File: src/rtl/trig_terms_sequencer.sv
// Sequential producer of the arm-geometry trig terms: one iterative CORDIC engine
// and one Q1.17 multiplier are time-shared over the four job angles.
module trig_terms_sequencer #(
   parameter int ITERS = 16
) (
   input  logic        clock_i,
   input  logic        reset_i,
   input  logic        start_i,
   input  logic [17:0] spin_angle_i,
   input  logic [17:0] shoulder_angle_i,
   input  logic [17:0] elbow_angle_i,
   input  logic [17:0] wrist_angle_i,
   input  logic [17:0] bicep_len_i,
   input  logic [17:0] forearm_len_i,
   input  logic [17:0] wrist_len_i,
   input  logic [17:0] finger_len_i,
   output logic        busy_o,
   output logic        done_o,
   output logic [17:0] l1sin2_o,
   output logic [17:0] l2sin23_o,
   output logic [17:0] l34sin234_o,
   output logic [17:0] l1cos2_o,
   output logic [17:0] l2cos23_o,
   output logic [17:0] l34cos234_o,
   output logic [17:0] sin1_o,
   output logic [17:0] cos1_o
);

   typedef enum logic [2:0] {S_IDLE, S_LOAD, S_PREP, S_ROT, S_POST, S_DONE} state_t;

   localparam logic [4:0] IT_LAST = 5'(ITERS - 1);
   // x/y keep 3 guard bits below Q1.17; z keeps 4 guard bits below the 2^18-per-turn unit.
   localparam logic signed [23:0] X_SEED  = 24'sd636752;
   localparam logic signed [23:0] SAT_MAX = 24'sd131071;

   state_t             state_q, state_d;
   logic [1:0]         k_q, k_d;
   logic [4:0]         it_q, it_d;
   logic               accept;

   logic [17:0]        ang_q [4];
   logic [17:0]        len_q [3];
   logic signed [23:0] x_q, y_q, z_q;
   logic               neg_q;
   logic signed [17:0] psin_q [3];
   logic signed [17:0] pcos_q [3];
   logic signed [17:0] cos_pend_q;
   logic [17:0]        out_q [8];

   logic [17:0]        ang_sel;
   logic signed [23:0] x_sh, y_sh, at_i, x_n, y_n;
   logic signed [17:0] sin_sat, cos_sat, mul_a, mul_res;
   logic [17:0]        mul_len;
   logic signed [36:0] prod;

   function automatic logic signed [23:0] atan_lut(input logic [4:0] i);
      case (i)
         5'd0:    return 24'sd524288;
         5'd1:    return 24'sd309505;
         5'd2:    return 24'sd163534;
         5'd3:    return 24'sd83012;
         5'd4:    return 24'sd41667;
         5'd5:    return 24'sd20854;
         5'd6:    return 24'sd10430;
         5'd7:    return 24'sd5215;
         5'd8:    return 24'sd2608;
         5'd9:    return 24'sd1304;
         5'd10:   return 24'sd652;
         5'd11:   return 24'sd326;
         5'd12:   return 24'sd163;
         5'd13:   return 24'sd81;
         5'd14:   return 24'sd41;
         5'd15:   return 24'sd20;
         5'd16:   return 24'sd10;
         default: return 24'sd0;
      endcase
   endfunction

   function automatic logic signed [17:0] sat18(input logic signed [23:0] v);
      if (v > SAT_MAX)  return 18'sd131071;
      if (v < -SAT_MAX) return -18'sd131071;
      return v[17:0];
   endfunction

   assign accept = start_i && (state_q == S_IDLE || state_q == S_DONE);

   always_comb begin
      // NOTE: every always_comb output gets a default first so no path can infer a latch.
      state_d = state_q;
      k_d     = k_q;
      it_d    = it_q;
      unique case (state_q)
         S_IDLE: if (start_i) state_d = S_LOAD;
         S_LOAD: begin
            state_d = S_PREP;
            k_d     = 2'd0;
         end
         S_PREP: begin
            state_d = S_ROT;
            it_d    = 5'd0;
         end
         S_ROT: begin
            if (it_q == IT_LAST) state_d = S_POST;
            else                 it_d    = it_q + 5'd1;
         end
         S_POST: begin
            if (k_q == 2'd3) begin
               state_d = S_DONE;
            end else begin
               state_d = S_PREP;
               k_d     = k_q + 2'd1;
            end
         end
         S_DONE:  state_d = start_i ? S_LOAD : S_IDLE;
         default: state_d = S_IDLE;
      endcase
   end

   always_ff @(posedge clock_i) begin
      if (!reset_i) begin
         state_q <= S_IDLE;
         k_q     <= 2'd0;
         it_q    <= 5'd0;
      end else begin
         state_q <= state_d;
         k_q     <= k_d;
         it_q    <= it_d;
      end
   end

   always_comb begin
      ang_sel = ang_q[k_q];
      x_sh    = x_q >>> it_q;
      y_sh    = y_q >>> it_q;
      at_i    = atan_lut(it_q);
      x_n     = neg_q ? -x_q : x_q;
      y_n     = neg_q ? -y_q : y_q;
      cos_sat = sat18((x_n + 24'sd4) >>> 3);
      sin_sat = sat18((y_n + 24'sd4) >>> 3);
   end

   // The multiplier forms the sine product in POST_k and the deferred cosine
   // product of angle k-1 in PREP_k, so one multiplier covers both terms.
   always_comb begin
      mul_a   = sin_sat;
      mul_len = len_q[0];
      if (state_q == S_PREP) begin
         mul_a = cos_pend_q;
         case (k_q)
            2'd2:    mul_len = len_q[1];
            2'd3:    mul_len = len_q[2];
            default: mul_len = len_q[0];
         endcase
      end else begin
         case (k_q)
            2'd1:    mul_len = len_q[1];
            2'd2:    mul_len = len_q[2];
            default: mul_len = len_q[0];
         endcase
      end
      prod    = 37'(signed'({1'b0, mul_len})) * 37'(mul_a);
      mul_res = 18'(prod >>> 17);
   end

   // NOTE: job and datapath registers carry no reset; each is written before it is read in every job.
   always_ff @(posedge clock_i) begin
      if (accept) begin
         ang_q[0] <= shoulder_angle_i;
         ang_q[1] <= shoulder_angle_i + elbow_angle_i;
         ang_q[2] <= shoulder_angle_i + elbow_angle_i + wrist_angle_i;
         ang_q[3] <= spin_angle_i;
         len_q[0] <= bicep_len_i;
         len_q[1] <= forearm_len_i;
         len_q[2] <= wrist_len_i + finger_len_i;
      end
      case (state_q)
         S_PREP: begin
            // Quadrants 01/10 rotate by half a turn: flip bit 17, negate at the end.
            x_q   <= X_SEED;
            y_q   <= '0;
            z_q   <= {{3{ang_sel[16]}}, ang_sel[16:0], 4'b0000};
            neg_q <= ang_sel[17] ^ ang_sel[16];
            if (k_q != 2'd0) pcos_q[k_q - 2'd1] <= mul_res;
         end
         S_ROT: begin
            if (!z_q[23]) begin
               x_q <= x_q - y_sh;
               y_q <= y_q + x_sh;
               z_q <= z_q - at_i;
            end else begin
               x_q <= x_q + y_sh;
               y_q <= y_q - x_sh;
               z_q <= z_q + at_i;
            end
         end
         S_POST: begin
            if (k_q != 2'd3) begin
               psin_q[k_q] <= mul_res;
               cos_pend_q  <= cos_sat;
            end
         end
         default: ;
      endcase
   end

   always_ff @(posedge clock_i) begin
      if (!reset_i) begin
         for (int j = 0; j < 8; j++) out_q[j] <= '0;
      end else if (state_q == S_POST && k_q == 2'd3) begin
         out_q[0] <= psin_q[0];
         out_q[1] <= psin_q[1];
         out_q[2] <= psin_q[2];
         out_q[3] <= pcos_q[0];
         out_q[4] <= pcos_q[1];
         out_q[5] <= pcos_q[2];
         out_q[6] <= sin_sat;
         out_q[7] <= cos_sat;
      end
   end

   assign busy_o      = (state_q != S_IDLE) && (state_q != S_DONE);
   assign done_o      = (state_q == S_DONE);
   assign l1sin2_o    = out_q[0];
   assign l2sin23_o   = out_q[1];
   assign l34sin234_o = out_q[2];
   assign l1cos2_o    = out_q[3];
   assign l2cos23_o   = out_q[4];
   assign l34cos234_o = out_q[5];
   assign sin1_o      = out_q[6];
   assign cos1_o      = out_q[7];

endmodule

File: config.mk
export PLATFORM = sky130hd
export DESIGN_NAME = trig_terms_sequencer
export DESIGN_NICKNAME = d
export VERILOG_FILES = /design/src/rtl/trig_terms_sequencer.sv
export SDC_FILE = /design/constraint.sdc
export NUM_CORES = 2
export LEC_CHECK = 0
export ABC_AREA = 1
export CAP_MARGIN = 20
export CORE_ASPECT_RATIO = 0.9
export CORE_MARGIN = 2
export CORE_UTILIZATION = 40
export DETAILED_ROUTE_END_ITERATION = 6
export PLACE_DENSITY_LB_ADDON = 0.2
export SETUP_SLACK_MARGIN = 0.2
export SLEW_MARGIN = 10
export SYNTH_ARGS = -nofsm -noshare
export SYNTH_HDL_FRONTEND = slang
export SYNTH_SLANG_ARGS = --single-unit
File: constraint.sdc
create_clock -name clock_i -period 10.29 [get_ports clock_i]
set_input_delay 3.087 -clock clock_i [delete_from_list [all_inputs] [get_ports clock_i]]
set_output_delay 3.087 -clock clock_i [all_outputs]
set_load 0.02 [all_outputs]
==> results.py <==
metrics = {
    "status": {
        "outcome": "complete, no violations",
    },
    "synthesis": {
        "synth_area_sq_um": 40400,
        "yosys_register_bits": 501,
        "synthCells": 4705,
        "yosysWarnings": 0,
        "ys_seq_area_frac": 0.365,
        "synth_async_sr_flop_share": 0,
        "synthFlopType": "edfxtp_1",
        "syn_nets": 5367,
        "avgSynthCellArea_sq_um": 8.58,
        "synth_cell_types": 69,
        "synth_edf_count": 469,
    },
    "clock_network": {
        "numClockSinks": 501,
        "cts_made_buffers": 54,
        "path_clk_slew_ns": 0.06,
        "cts_root_buffer": "clkbuf_16",
        "htreeDepth": 2,
        "clock_latency_ns": 0.65,
        "cts_tree": "yes",
        "clock_path_buffers": 3,
    },
    "drt": {
        "drc": 0,
        "viasPerCell": 5.07,
        "ant_nets": 0,
        "drt-initial-drc-count": 2698,
        "wire_per_inst_microns": 19.0,
        "drt_wl_total_microns": 121000,
        "via_count": 32220,
        "drt-pass1-iter-count": 5,
    },
    "sta": {
        "slew_viol_final": 0,
        "worstMarginPinSlew_ns": 1.09,
        "relSlewSlack": 0.274,
        "layout_setup_ws_ns": 0.877,
        "period_share": 0.915,
        "rsz0062_at_grt": "false",
        "fin_skew_ns": 0.0470,
        "fmaxAchievable_mhz": 106,
        "hold_viol_final": 0,
        "tns_ns": 0,
        "finalCriticalPeriod_ns": 9.41,
        "setup_violations": 0,
    },
    "die": {
        "io_pins": 293,
        "core_sq_um": 100000,
        "core.rowCount": 110,
        "die_w_microns": 339,
        "die_h_microns": 305,
        "start_util": 0.404,
        "dieArea_sq_um": 104000,
    },
    "layout": {
        "area_delta_synth_final_pct": 15.3,
        "nets": 5624,
        "drive_above_1_share": 0.0559,
    },
    "critical_path": {
        "cp-start-kind": "flip-flop",
        "r2r_slack_ns": 0.88,
        "critPathMaxFanout": 14,
        "critPathMostFrequentCell": "nand2_1",
        "critPathRequiredTime_ns": 10.65,
        "r2r_cells": 42,
        "regToRegEndpoint": "psin_q[2][13]$_DFFE_PP_",
        "cp-end-kind": "flip-flop",
        "critPathSlowestCell": "fa_1",
        "critPathMaxStageDelay_ns": 0.54,
        "crit_arrival_ns": 9.77,
        "r2r-start": "y_q[4]$_SDFFCE_PN0P_",
        "critical_path_class": "flip-flop to flip-flop",
    },
    "place": {
        "routabilityCongestion": 0.941,
        "place_ws_ns": 0.769,
        "post-dp-hpwl_microns": 95800,
        "numPortBuffers": 292,
    },
    "global_route": {
        "grt_pass1_vias": 31581,
        "grt_pass1_wl_microns": 186000,
        "antenna_found_initial": 5,
        "grt_overflow_total": 0,
        "grt_max_degree": 108,
        "track_usage": 0.232,
    },
    "flow_run": {
        "cap_violations": 0,
    },
    "worst_hold_path": {
        "worstHoldPathCells": 2,
        "hold_class": "flip-flop to flip-flop",
        "whs_endpoint": "out_q[1][19]$_SDFFCE_PN0P_",
        "min_from": "pcos_q[2][1]$_DFFE_PP_",
    },
}
## cell type report
cell class,instances,area (sq um)
sequential,501,14700
clock buffer,75,1550
multi-input combinational,3269,22100
inverter,796,3000
antenna,3,7.51
clock inverter,26,196
tap,1344,1680
timing repair buffer,340,3320
fill,9762,53500
## stage by stage
step           cells  area [sq um]  hold WS, ns  utilization
4_1_cts         6348         46500        0.542        0.464
3_5_place_dp    6247         44700        0.528        0.447
3_3_place_gp    6247         44700        0.525        0.447
6_report        6354         46600        0.539        0.465
2_1_floorplan   4705         40400        0.501            -
5_1_grt         6352         46600        0.562        0.465
## routing by layer
layer / global-route usage / vias up / wire, microns
met5: 0 / - / 24
li1: - / 15771 / -
met3: 0.0601 / 154 / 10600
met4: 0.0587 / 4 / 2890
met2: 0.355 / 1112 / 51900
met1: 0.326 / 15179 / 55300
## kinds of logic (layout without fill, tap and decap cells)
kind of cell | after synthesis | in the layout | share of synthesized area
other | 0 | 3 | 0
AOI/OAI and AO/OA | 726 | 726 | 0.102
muxes | 28 | 28 | 0.00694
DFF | 501 | 501 | 0.365
xor gates and xnor gates | 187 | 187 | 0.0411
buffers and inverters | 935 | 1237 | 0.0905
adders and majority gates | 515 | 515 | 0.208
and+or+nand+nor | 1813 | 1813 | 0.187
## worst max-delay path by stage
| stage | from | to | slack, ns | depth (start not counted) |
|---|---|---|---|---|
| after detailed placement | neg_q$_DFFE_PP_ | psin_q[2][13]$_DFFE_PP_ | 0.77 | 35 |
| after global placement | neg_q$_DFFE_PP_ | pcos_q[2][13]$_DFFE_PP_ | 0.79 | 37 |
| after CTS | neg_q$_DFFE_PP_ | psin_q[2][13]$_DFFE_PP_ | 0.75 | 35 |
| after floorplan | start_i | ang_q[0][0]$_DFFE_PP_ | 1.34 | 2 |
| final | y_q[4]$_SDFFCE_PN0P_ | psin_q[2][13]$_DFFE_PP_ | 0.88 | 42 |
| after global routing | y_q[4]$_SDFFCE_PN0P_ | pcos_q[2][16]$_DFFE_PP_ | 0.20 | 40 |
## worst max-delay path: cells and delay by family, from the launching register on
family / cells / cell delay, ns
adders and majority gates: 7 / 3.36
and+or+nand+nor: 21 / 2.80
AOI/OAI and AO/OA: 4 / 1.29
buffers and inverters: 9 / 1.06
DFF: 1 / 0.48
xor gates and xnor gates: 1 / 0.16
## layout by cell type (no fill, tap or decap), types with 8 or more instances in the layout
master           count
a21o_1               8
clkbuf_1            14
buf_4               45
a31oi_1             26
clkdlybuf4s50_1    292
o21bai_1            14
o21ai_1             25
o211ai_1            27
mux2i_1             28
o21ai_0            280
nor4_1               9
dfxtp_1             31
xnor2_1             66
fa_1               261
nand2_4             13
inv_1              756
nor2_2              23
or2_2               17
nand2_1            961
o221ai_1            10
xor2_1             115
nor2_1             502
o21ai_2             11
nand4_1             22
inv_2               23
edfxtp_1           469
nand3_1            184
o22ai_1             16
clkinv_1            22
o21a_1              23
nor3_1              31
nand2_2             19
nor2_4               9
ha_1               254
a211oi_1             9
clkbuf_16           58
a21oi_1            246
## timing repair
item | in CTS | in global routing
buffers inserted | 0 | 1
resized for setup | 0 | 5
setup endpoints to repair | 0 | 24
hold buffers | 0 | 0
## flip-flops by register name, indices dropped and copies added (netlist names), 5 cells and up, named ones only
name	flops
at_i	20
cos_pend_q	18
out_q	144
y_q	24
x_q	24
ang_q	72
it_q	5
pcos_q	54
z_q	24
len_q	54
psin_q	54
## cells in the mapped netlist, drive strengths merged (23+ instances only)
master    n  share of area
mux2i    28         0.0069
nor3     34         0.0046
o21a     23         0.0043
ha      254          0.079
inv     780          0.073
nor2    535          0.052
xnor2    67          0.015
o21ai   317          0.041
nand2   993          0.096
buf      53         0.0082
clkbuf   85         0.0079
a31oi    29         0.0050
dfxtp    32          0.016
nand4    24         0.0045
xor2    120          0.027
fa      261           0.13
nand3   192          0.025
o211ai   27         0.0050
a21oi   252          0.032
edfxtp  469           0.35
Power is left out: the tool's default activity adds up to more than one toggle a clock period on the data nets, which glitch-free logic cannot reach.
